**src/rtl/lsu_pkg.sv**
```systemverilog
// Shared definitions for the load/store unit: funct3 encodings, FSM states
// and the request legality check used when a request is accepted.
package lsu_pkg;

    localparam logic [2:0] F3_B  = 3'b000;
    localparam logic [2:0] F3_H  = 3'b001;
    localparam logic [2:0] F3_W  = 3'b010;
    localparam logic [2:0] F3_BU = 3'b100;
    localparam logic [2:0] F3_HU = 3'b101;

    typedef enum logic [2:0] {
        IDLE,
        RD,
        RD_WAIT,
        WR,
        DONE,
        ERR
    } lsu_state_t;

    // True when funct3 is not a valid load/store encoding or the byte offset
    // does not match the access size.
    function automatic logic req_is_illegal(
        input logic       is_store,
        input logic [2:0] funct3,
        input logic [1:0] addr_lo
    );
        logic bad_funct3;
        logic misaligned;
        if (is_store) begin
            bad_funct3 = !(funct3 == F3_B || funct3 == F3_H || funct3 == F3_W);
        end else begin
            bad_funct3 = !(funct3 == F3_B || funct3 == F3_H || funct3 == F3_W ||
                           funct3 == F3_BU || funct3 == F3_HU);
        end
        case (funct3[1:0])
            F3_H[1:0]: misaligned = addr_lo[0];
            F3_W[1:0]: misaligned = (addr_lo != 2'b00);
            default:   misaligned = 1'b0;
        endcase
        return bad_funct3 || misaligned;
    endfunction

endpackage

```
**src/rtl/lsu_align.sv**
```systemverilog
// Combinational lane logic: little-endian load extraction with sign/zero
// extension, and store merge of the addressed lane(s) into a read word.
module lsu_align
    import lsu_pkg::*;
(
    input  logic [2:0]  funct3,
    input  logic [1:0]  addr_lo,
    input  logic [31:0] mem_word,
    input  logic [31:0] store_data,
    output logic [31:0] load_value,
    output logic [31:0] merged_word
);

    logic [1:0]  size;
    logic        is_unsigned;
    logic [7:0]  load_byte;
    logic [15:0] load_half;
    logic [31:0] store_lanes;
    logic [3:0]  lane_sel;

    assign size        = funct3[1:0];
    assign is_unsigned = funct3[2];
    assign load_byte   = mem_word[{addr_lo, 3'b000} +: 8];
    assign load_half   = addr_lo[1] ? mem_word[31:16] : mem_word[15:0];

    // Store data is replicated across every lane so the merge below only has
    // to pick, per byte, between the new lane and the old memory byte.
    always_comb begin
        load_value  = mem_word;
        store_lanes = store_data;
        case (size)
            F3_B[1:0]: begin
                load_value  = {{24{~is_unsigned & load_byte[7]}}, load_byte};
                store_lanes = {4{store_data[7:0]}};
            end
            F3_H[1:0]: begin
                load_value  = {{16{~is_unsigned & load_half[15]}}, load_half};
                store_lanes = {2{store_data[15:0]}};
            end
            default: begin
                load_value  = mem_word;
                store_lanes = store_data;
            end
        endcase
    end

    genvar gi;
    generate
        for (gi = 0; gi < 4; gi++) begin : g_lane
            localparam logic [1:0] LANE = 2'(gi);
            assign lane_sel[gi] = (size == F3_W[1:0]) ||
                                  ((size == F3_H[1:0]) && (addr_lo[1] == LANE[1])) ||
                                  ((size == F3_B[1:0]) && (addr_lo == LANE));
            assign merged_word[8*gi +: 8] = lane_sel[gi] ? store_lanes[8*gi +: 8]
                                                         : mem_word[8*gi +: 8];
        end
    endgenerate

endmodule

```
**src/rtl/lsu_mem_controller.sv**
```systemverilog
// Load/store initiator between the MEM stage and a word-addressed data memory
// with 1-cycle read latency; sub-word stores use read-modify-write.
module lsu_mem_controller
    import lsu_pkg::*;
#(
    parameter int DATA_WIDTH    = 32,
    parameter int ADDRESS_WIDTH = 30,
    parameter int MEMORY_DEPTH  = 4096
) (
    input  logic                     clk,
    input  logic                     rstN,
    input  logic                     start,
    input  logic                     is_store,
    input  logic [2:0]               funct3,
    input  logic [31:0]              byte_addr,
    input  logic [DATA_WIDTH-1:0]    store_data,
    output logic                     busy,
    output logic                     done,
    output logic [DATA_WIDTH-1:0]    load_data,
    output logic                     addr_err,
    output logic                     mem_read_En,
    output logic                     mem_write_En,
    output logic [ADDRESS_WIDTH-1:0] mem_address,
    output logic [DATA_WIDTH-1:0]    mem_wdata,
    input  logic [DATA_WIDTH-1:0]    mem_rdata
);

    lsu_state_t              state_reg;
    lsu_state_t              state_next;
    logic                    is_store_reg;
    logic [2:0]              funct3_reg;
    logic [31:0]             addr_reg;
    logic [DATA_WIDTH-1:0]   store_data_reg;
    logic [DATA_WIDTH-1:0]   load_data_reg;
    logic [DATA_WIDTH-1:0]   wdata_reg;

    logic                    accept;
    logic                    out_of_range;
    logic                    req_err;
    logic [DATA_WIDTH-1:0]   load_value;
    logic [DATA_WIDTH-1:0]   merged_word;

    assign accept       = (state_reg == IDLE) && start;
    assign out_of_range = ({2'b00, byte_addr[31:2]} >= 32'(MEMORY_DEPTH));
    assign req_err      = req_is_illegal(is_store, funct3, byte_addr[1:0]) || out_of_range;

    lsu_align u_align (
        .funct3      (funct3_reg),
        .addr_lo     (addr_reg[1:0]),
        .mem_word    (mem_rdata),
        .store_data  (store_data_reg),
        .load_value  (load_value),
        .merged_word (merged_word)
    );

    always_ff @(posedge clk or negedge rstN) begin
        if (!rstN) begin
            state_reg <= IDLE;
        end else begin
            state_reg <= state_next;
        end
    end

    // Memory enables and handshake outputs decode purely from state so that
    // an asynchronous reset drops them immediately.
    always_comb begin
        state_next   = state_reg;
        busy         = 1'b1;
        done         = 1'b0;
        addr_err     = 1'b0;
        mem_read_En  = 1'b0;
        mem_write_En = 1'b0;
        case (state_reg)
            IDLE: begin
                busy = 1'b0;
                if (start) begin
                    if (req_err) begin
                        state_next = ERR;
                    end else if (is_store && (funct3 == F3_W)) begin
                        state_next = WR;
                    end else begin
                        state_next = RD;
                    end
                end
            end
            RD: begin
                mem_read_En = 1'b1;
                state_next  = RD_WAIT;
            end
            RD_WAIT: begin
                state_next = is_store_reg ? WR : DONE;
            end
            WR: begin
                mem_write_En = 1'b1;
                state_next   = DONE;
            end
            DONE: begin
                done       = 1'b1;
                state_next = IDLE;
            end
            ERR: begin
                done       = 1'b1;
                addr_err   = 1'b1;
                state_next = IDLE;
            end
            default: begin
                state_next = IDLE;
            end
        endcase
    end

    // Word-store data is captured at accept; sub-word stores overwrite it with
    // the merged word once the old contents arrive in RD_WAIT.
    always_ff @(posedge clk or negedge rstN) begin
        if (!rstN) begin
            is_store_reg   <= 1'b0;
            funct3_reg     <= 3'b000;
            addr_reg       <= '0;
            store_data_reg <= '0;
            load_data_reg  <= '0;
            wdata_reg      <= '0;
        end else begin
            if (accept) begin
                is_store_reg   <= is_store;
                funct3_reg     <= funct3;
                addr_reg       <= byte_addr;
                store_data_reg <= store_data;
                wdata_reg      <= store_data;
            end
            if (state_reg == RD_WAIT) begin
                if (is_store_reg) begin
                    wdata_reg <= merged_word;
                end else begin
                    load_data_reg <= load_value;
                end
            end
        end
    end

    assign load_data   = load_data_reg;
    assign mem_address = addr_reg[ADDRESS_WIDTH+1:2];
    assign mem_wdata   = wdata_reg;

endmodule

```
**config.mk**
```make
export PLATFORM = sky130hd
export DESIGN_NAME = lsu_mem_controller
export DESIGN_NICKNAME = d
export VERILOG_FILES = /design/src/rtl/lsu_pkg.sv /design/src/rtl/lsu_align.sv /design/src/rtl/lsu_mem_controller.sv
export SDC_FILE = /design/constraint.sdc
export NUM_CORES = 1
export LEC_CHECK = 0
export ABC_AREA = 1
export BUFFER_PORTS_ARGS = -buffer_cell sky130_fd_sc_hd__buf_2
export CORE_MARGIN = 2
export CORE_UTILIZATION = 48
export CTS_CLUSTER_SIZE = 12
export DETAILED_ROUTE_END_ITERATION = 8
export MAX_ROUTING_LAYER = met4
export PLACE_DENSITY = 0.77
export SKIP_LAST_GASP = 1
export SLEW_MARGIN = 0
export SYNTH_ARGS = -nofsm -noshare
export SYNTH_HDL_FRONTEND = slang
export SYNTH_SLANG_ARGS = --single-unit
```
**constraint.sdc**
```tcl
create_clock -name clk -period 1.5 [get_ports clk]
set_input_delay 0.075 -clock clk [delete_from_list [all_inputs] [get_ports clk]]
set_output_delay 0.075 -clock clk [all_outputs]
set_load 0.02 [all_outputs]
```
Word level (Yosys, flattened, before mapping)
Cells that the tools add are included.
{"block": "classes", "add_sub_neg": 0, "n_mul": 0, "div_mod_pow": 0, "order_cmp": 1, "eq_ne": 17, "n_shift": 1, "mux": 22, "bitwise": 5, "n_reduce_logical": 29}
{"op": "32-bit case mux with 2 select lines", "n": 2}
{"op": "32-bit 2-to-1 mux", "n": 3}
{"op": "8-bit 2-to-1 mux", "n": 4}
{"op": "32-bit by 6-bit variable part select with 8-bit output", "n": 1}
{"op": "30-bit by 13-bit >= comparator with 1-bit output (second input constant)", "n": 1}
{"op": "16-bit 2-to-1 mux", "n": 1}
{"op": "3-bit == test (second input constant)", "n": 4}
{"op": "1-bit logical OR", "n": 12}
{"op": "3-bit case mux with 4 select lines", "n": 1}
{"op": "3-bit by 2-bit == test with 1-bit output (second input constant)", "n": 3}
{"op": "3-bit 2-to-1 mux", "n": 3}
{"op": "2-bit == test (second input constant)", "n": 4}
{"op": "1-bit logical AND", "n": 8}
{"op": "2-bit by 1-bit == test with 1-bit output (second input constant)", "n": 3}
{"op": "3-bit by 1-bit == test with 1-bit output (second input constant)", "n": 2}
{"op": "3-bit zero test", "n": 2}
{"op": "1-bit 2-to-1 mux", "n": 6}
{"op": "2-bit zero test", "n": 2}
{"op": "1-bit inverter", "n": 3}
{"op": "1-bit bitwise AND", "n": 2}
{"op": "1-bit zero test", "n": 2}
{"op": "2-bit 2-to-1 mux", "n": 1}
{"op": "2-bit inequality test (second input constant)", "n": 1}
{"op": "1-bit case mux with 2 select lines", "n": 1}
{"op": "3 further kinds", "n": 3}
{"block": "word_totals", "regBits": 135, "latchBits": 0, "ram_bits": 0, "rom_bits": 0, "input_bits": 103, "out_inout_bits": 99, "memories": 0}

Logic depth before layout (Yosys ltp)
{"block": "logic_depth", "ltp_word": 12, "ltp_mapped": 11}

Modules after synthesis
A second synthesis with hierarchy kept.
{"block": "hier_totals", "cells_unflattened": 985, "area_unflattened_um2": 7418.4}
{"module": "lsu_mem_controller", "n_inst": 1, "cells_each": 616, "area_per_inst_um2": 5785.5, "seq_area_each_um2": 3378.2}
{"module": "lsu_align", "n_inst": 1, "cells_each": 369, "area_per_inst_um2": 1632.8, "seq_area_each_um2": 0.0}

Least setup slack after synthesis
No wires, ideal clock.
{"block": "synth_timing", "path_type": "reg2reg", "startpoint": "reg state_reg[1]", "endpoint": "reg addr_reg[10]", "setup_ns": 0.116, "arrival_ns": 1.353, "slack_ns": 0.031, "path_stages_with_launch": 9, "n_path_buf": 2, "cell_sequence": "dfrtp_1 nor2_1 nand2_2 nor2_4 inv_2 buf_2 buf_2 nand2_1 nand2_1"}
{"block": "synth_via", "elab_chain_cells": 2}
{"item": "start, declared", "line_no": "lsu_mem_controller.sv:28", "text": "lsu_state_t state_reg;"}
{"item": "start signal, assigned", "line_no": "lsu_mem_controller.sv:60", "text": "state_reg <= state_next;"}
{"item": "3-bit zero test", "line_no": "lsu_mem_controller.sv:43", "text": "assign accept = (state_reg == IDLE) && start;"}
{"item": "1-bit logical AND", "line_no": "lsu_mem_controller.sv:43"}
{"item": "end signal, assigned", "line_no": "lsu_mem_controller.sv:126", "text": "addr_reg <= byte_addr;"}
{"item": "end, declared", "line_no": "lsu_mem_controller.sv:32", "text": "logic [31:0] addr_reg;"}
Every way passes these cells.
A chain may end at the register's enable or synchronous reset.

Final worst setup path
{"block": "layout_timing", "startpoint": "reg state_reg[2]", "endpoint": "reg load_data_reg[13], in the netlist load_data[13]"}
{"block": "layout_via", "elab_chain_cells": 2}
{"item": "3-bit by 2-bit == test with 1-bit output", "line_no": "lsu_mem_controller.sv:130", "text": "if (state_reg == RD_WAIT) begin"}
{"item": "2-bit AND reduction (no source line)"}
{"item": "end signal, assigned", "line_no": "lsu_mem_controller.sv:134", "text": "load_data_reg <= load_value;"}
{"item": "end, declared", "line_no": "lsu_mem_controller.sv:34", "text": "logic [DATA_WIDTH-1:0] load_data_reg;"}
Every way passes these cells.

==> run summary <==
initial core utilization = 48.8%
Mapped Nets = 1,138
fraction of layout instances using a drive strength above 1 = 30.2%
Post-Place Cells = 1,380
outcome = finished, violations left
crit share post-route = 105%
nets = 1,433
pre-CTS WS = -118 ps
crit path time final = 1570 ps
WP data arrival = 1890 ps
Worst Hold Endpoint = mem_wdata[15]
per-cell routed wire length = 16.5 um
first-pass GRT wire length = 36,800 um
Reg power frac = 27.2%
Die Span X = 128 um
CTS Sinks = 135
CTS buffer count = 17
average cell area after synthesis = 7.13 sq um
core area = 15,100 sq um
Final Hold Viols = 0
htree depth = 4
Syn Inst Count = 1,032
CP Capture Type = flip-flop
Layout area overhead = 46.6%
Buffers on Ports = 201
switching power total = 0.0107 W
clock share of power = 18.2%
Seq/Total Area, Yosys = 45.9%
VDD IR max = 1.29 mV
Synth Register Bits = 135
RR Startpoint = state_reg[2]
Max-slew headroom = 71.8%
Hold Crit Class = input port to flip-flop
worst path required time = 1820 ps
failing checks = negative setup slack
chip height = 128 um
power density over cell area = 2220 nW/um^2
drt initial violations = 655
Reg clk slew, reported paths = 60 ps
Ports = 202
Setup CP Type = flip-flop to flip-flop
filler instances = 1,172
CP Max Fanout = 6
switch share = 44.6%
GRT Overall Usage = 29.8%
Gate power share = 54.6%
final wirelength = 25,200 um
grt ovf = 0
R2R Path End = load_data[13]
GP Congestion = 0.977
Max Cap Violations = 0
largest net degree at the start of global routing = 61
Cell Area, Synth = 7360 sq um
hold path depth = 3
Cell variety after synth = 24
LEAKAGE = 5.97 nW
origin of the worst setup path = state_reg[2]
fin cells = 1,528
Final Max Slew Viols = 0
RSZ-0062 raised after global routing = true
post-DP HPWL = 15,900 um
Max Clk Rate = 0.637 GHz
Power Internal = 0.0133 W
drt drc = 0
antenna violations before repair = 0
FF-to-FF path depth = 10
DR vias = 7,938
Antenna Violating Nets Remaining = 0
maximum buffer depth of the clock tree = 2
register-to-register setup slack = -70 ps
# setup viols final = 61
startpoint types = flip-flop
vias per cell = 5.20
Clk Latency, worst-skew pair = 420 ps
vias in the first global route = 7,324
num rows = 45
yosys synthesis warning count = 0
Worst-Margin Slew = 424 ps
CTS tree = done
final setup margin = -71.0 ps
drt first pass iters = 6
# diodes = 0
min-delay src = mem_rdata[15]
die area = 16,300 sq um
Final Skew = 5.70 ps
clock tree root driver cell = clkbuf_16
[power groups by stage]
stage	clock [W]	sequential, W	combinational (W)
floorplan	0	0.00730	0.00689
detailed placement	0	0.00645	0.0110
global placement	0	0.00640	0.0109
global route	0.00459	0.00668	0.0143
finish	0.00437	0.00651	0.0131
CTS	0.00440	0.00644	0.0115
[layer usage]
layer  part of all wire [%]  track usage, %  vias to the layer above  wire length, um
li1                       -               -                     3776                -
met1                     41            36.8                     3652            10200
met2                     47            47.4                      429            12000
met3                    8.4            6.22                       81             2120
met4                    3.6            13.5                        0              896
met5                      0               -                        -                0
[layout make-up]
class	count	area, sq um	share of cell area (%)
Clock buffer	23	498	4.62
Inverter	90	350	3.25
Timing Repair Buffer	356	2750	25.5
Multi-Input combinational cell	727	3450	32.0
Sequential cell	135	3380	31.4
Clock inverter	9	120	1.11
Tap cell	188	235	2.18
[worst max-delay path, cell delays in order, from the launching register on]
cell     delay, ps
dfrtp_1        410
inv_2          100
nand3_4         80
nor2_4         260
buf_6          170
buf_12         130
nand2_1         70
inv_2           50
nand3_2         70
nand2_1         70
inv_1           40
[cell usage in the layout, fill, tap and decap left out, types with 2 or more instances in the layout]
cell type,instances
o21ai_0,57
a21oi_1,58
o22ai_1,4
inv_1,74
o21ai_1,12
nor2_4,5
dfrtp_2,4
dlygate4sd3_1,89
buf_2,198
nand2_2,14
buf_12,13
clkbuf_8,5
bufinv_16,3
or2_4,4
ha_1,3
o211ai_1,6
buf_6,6
nand3_2,18
nand2_1,425
nor2_1,39
clkbuf_16,26
or2_2,24
a21oi_2,3
nand3_1,32
inv_4,2
clkinv_2,6
inv_2,13
dfrtp_1,131
or2_1,2
nand3_4,6
nand2_4,10
nor3_2,2
buf_4,40
[cells by family (layout without fill, tap and decap cells)]
group / Yosys count / count (layout) / share of synthesized area (%)
fa+ha+maj: 3 / 3 / 0.510
simple gates: 582 / 583 / 32.8
compound gates: 141 / 141 / 9.86
buf+inv: 171 / 478 / 10.9
flops: 135 / 135 / 45.9
[worst max-delay path by stage]
stage / to / cells after the start / slack [ps]
after detailed placement: mem_wdata[29] / 7 / -120
after global routing: load_data[13] / 10 / -150
after floorplan: addr_reg[10] / 8 / 30
final: load_data[13] / 10 / -70
after CTS: load_data[17] / 8 / -50
after global placement: mem_wdata[30] / 7 / -60
[timing repair]
action | 4_1_cts | 5_1_grt
pin swaps | 0 | 34
buffers inserted | 2 | 15
gates resized for setup | 15 | 94
hold endpoints to repair | 231 | 0
gates cloned | 1 | 10
hold buffers | 89 | 0
setup endpoints to repair | 58 | 76
[metrics by stage]
stage	util (%)	total power (W)	area, sq um	hold slack [ps]	setup TNS [ps]
detailed placement	56.8	0.0175	8580	28.7	-3510
global placement	56.8	0.0173	8580	27.2	-1340
global route	71.5	0.0256	10800	12.8	-9000
CTS	67.5	0.0223	10200	4.15	-316
finish	71.5	0.0240	10800	32.8	-1420
floorplan	-	0.0142	7360	-221	0
[cells in the mapped netlist]
cell	instances	area [sq um]
o22ai_1	4	25.0
nand2_2	4	25.0
nand2_1	445	1670
or2_2	28	175
a21oi_1	61	305
dfrtp_1	135	3380
inv_2	4	15.0
nand3_1	48	240
nand3_2	7	70.1
o21ai_0	65	325
o21ai_1	5	25.0
or2_1	2	12.5
ha_1	3	37.5
nand4_1	1	6.26
buf_4	33	248
inv_1	86	323
nor3b_1	1	7.51
buf_2	31	155
clkbuf_1	15	56.3
nor2_4	4	45.0
buf_1	2	7.51
o211ai_1	6	45.0
nor2_1	40	150
nor3_1	2	10.0
(Power assumes the default switching activity.)
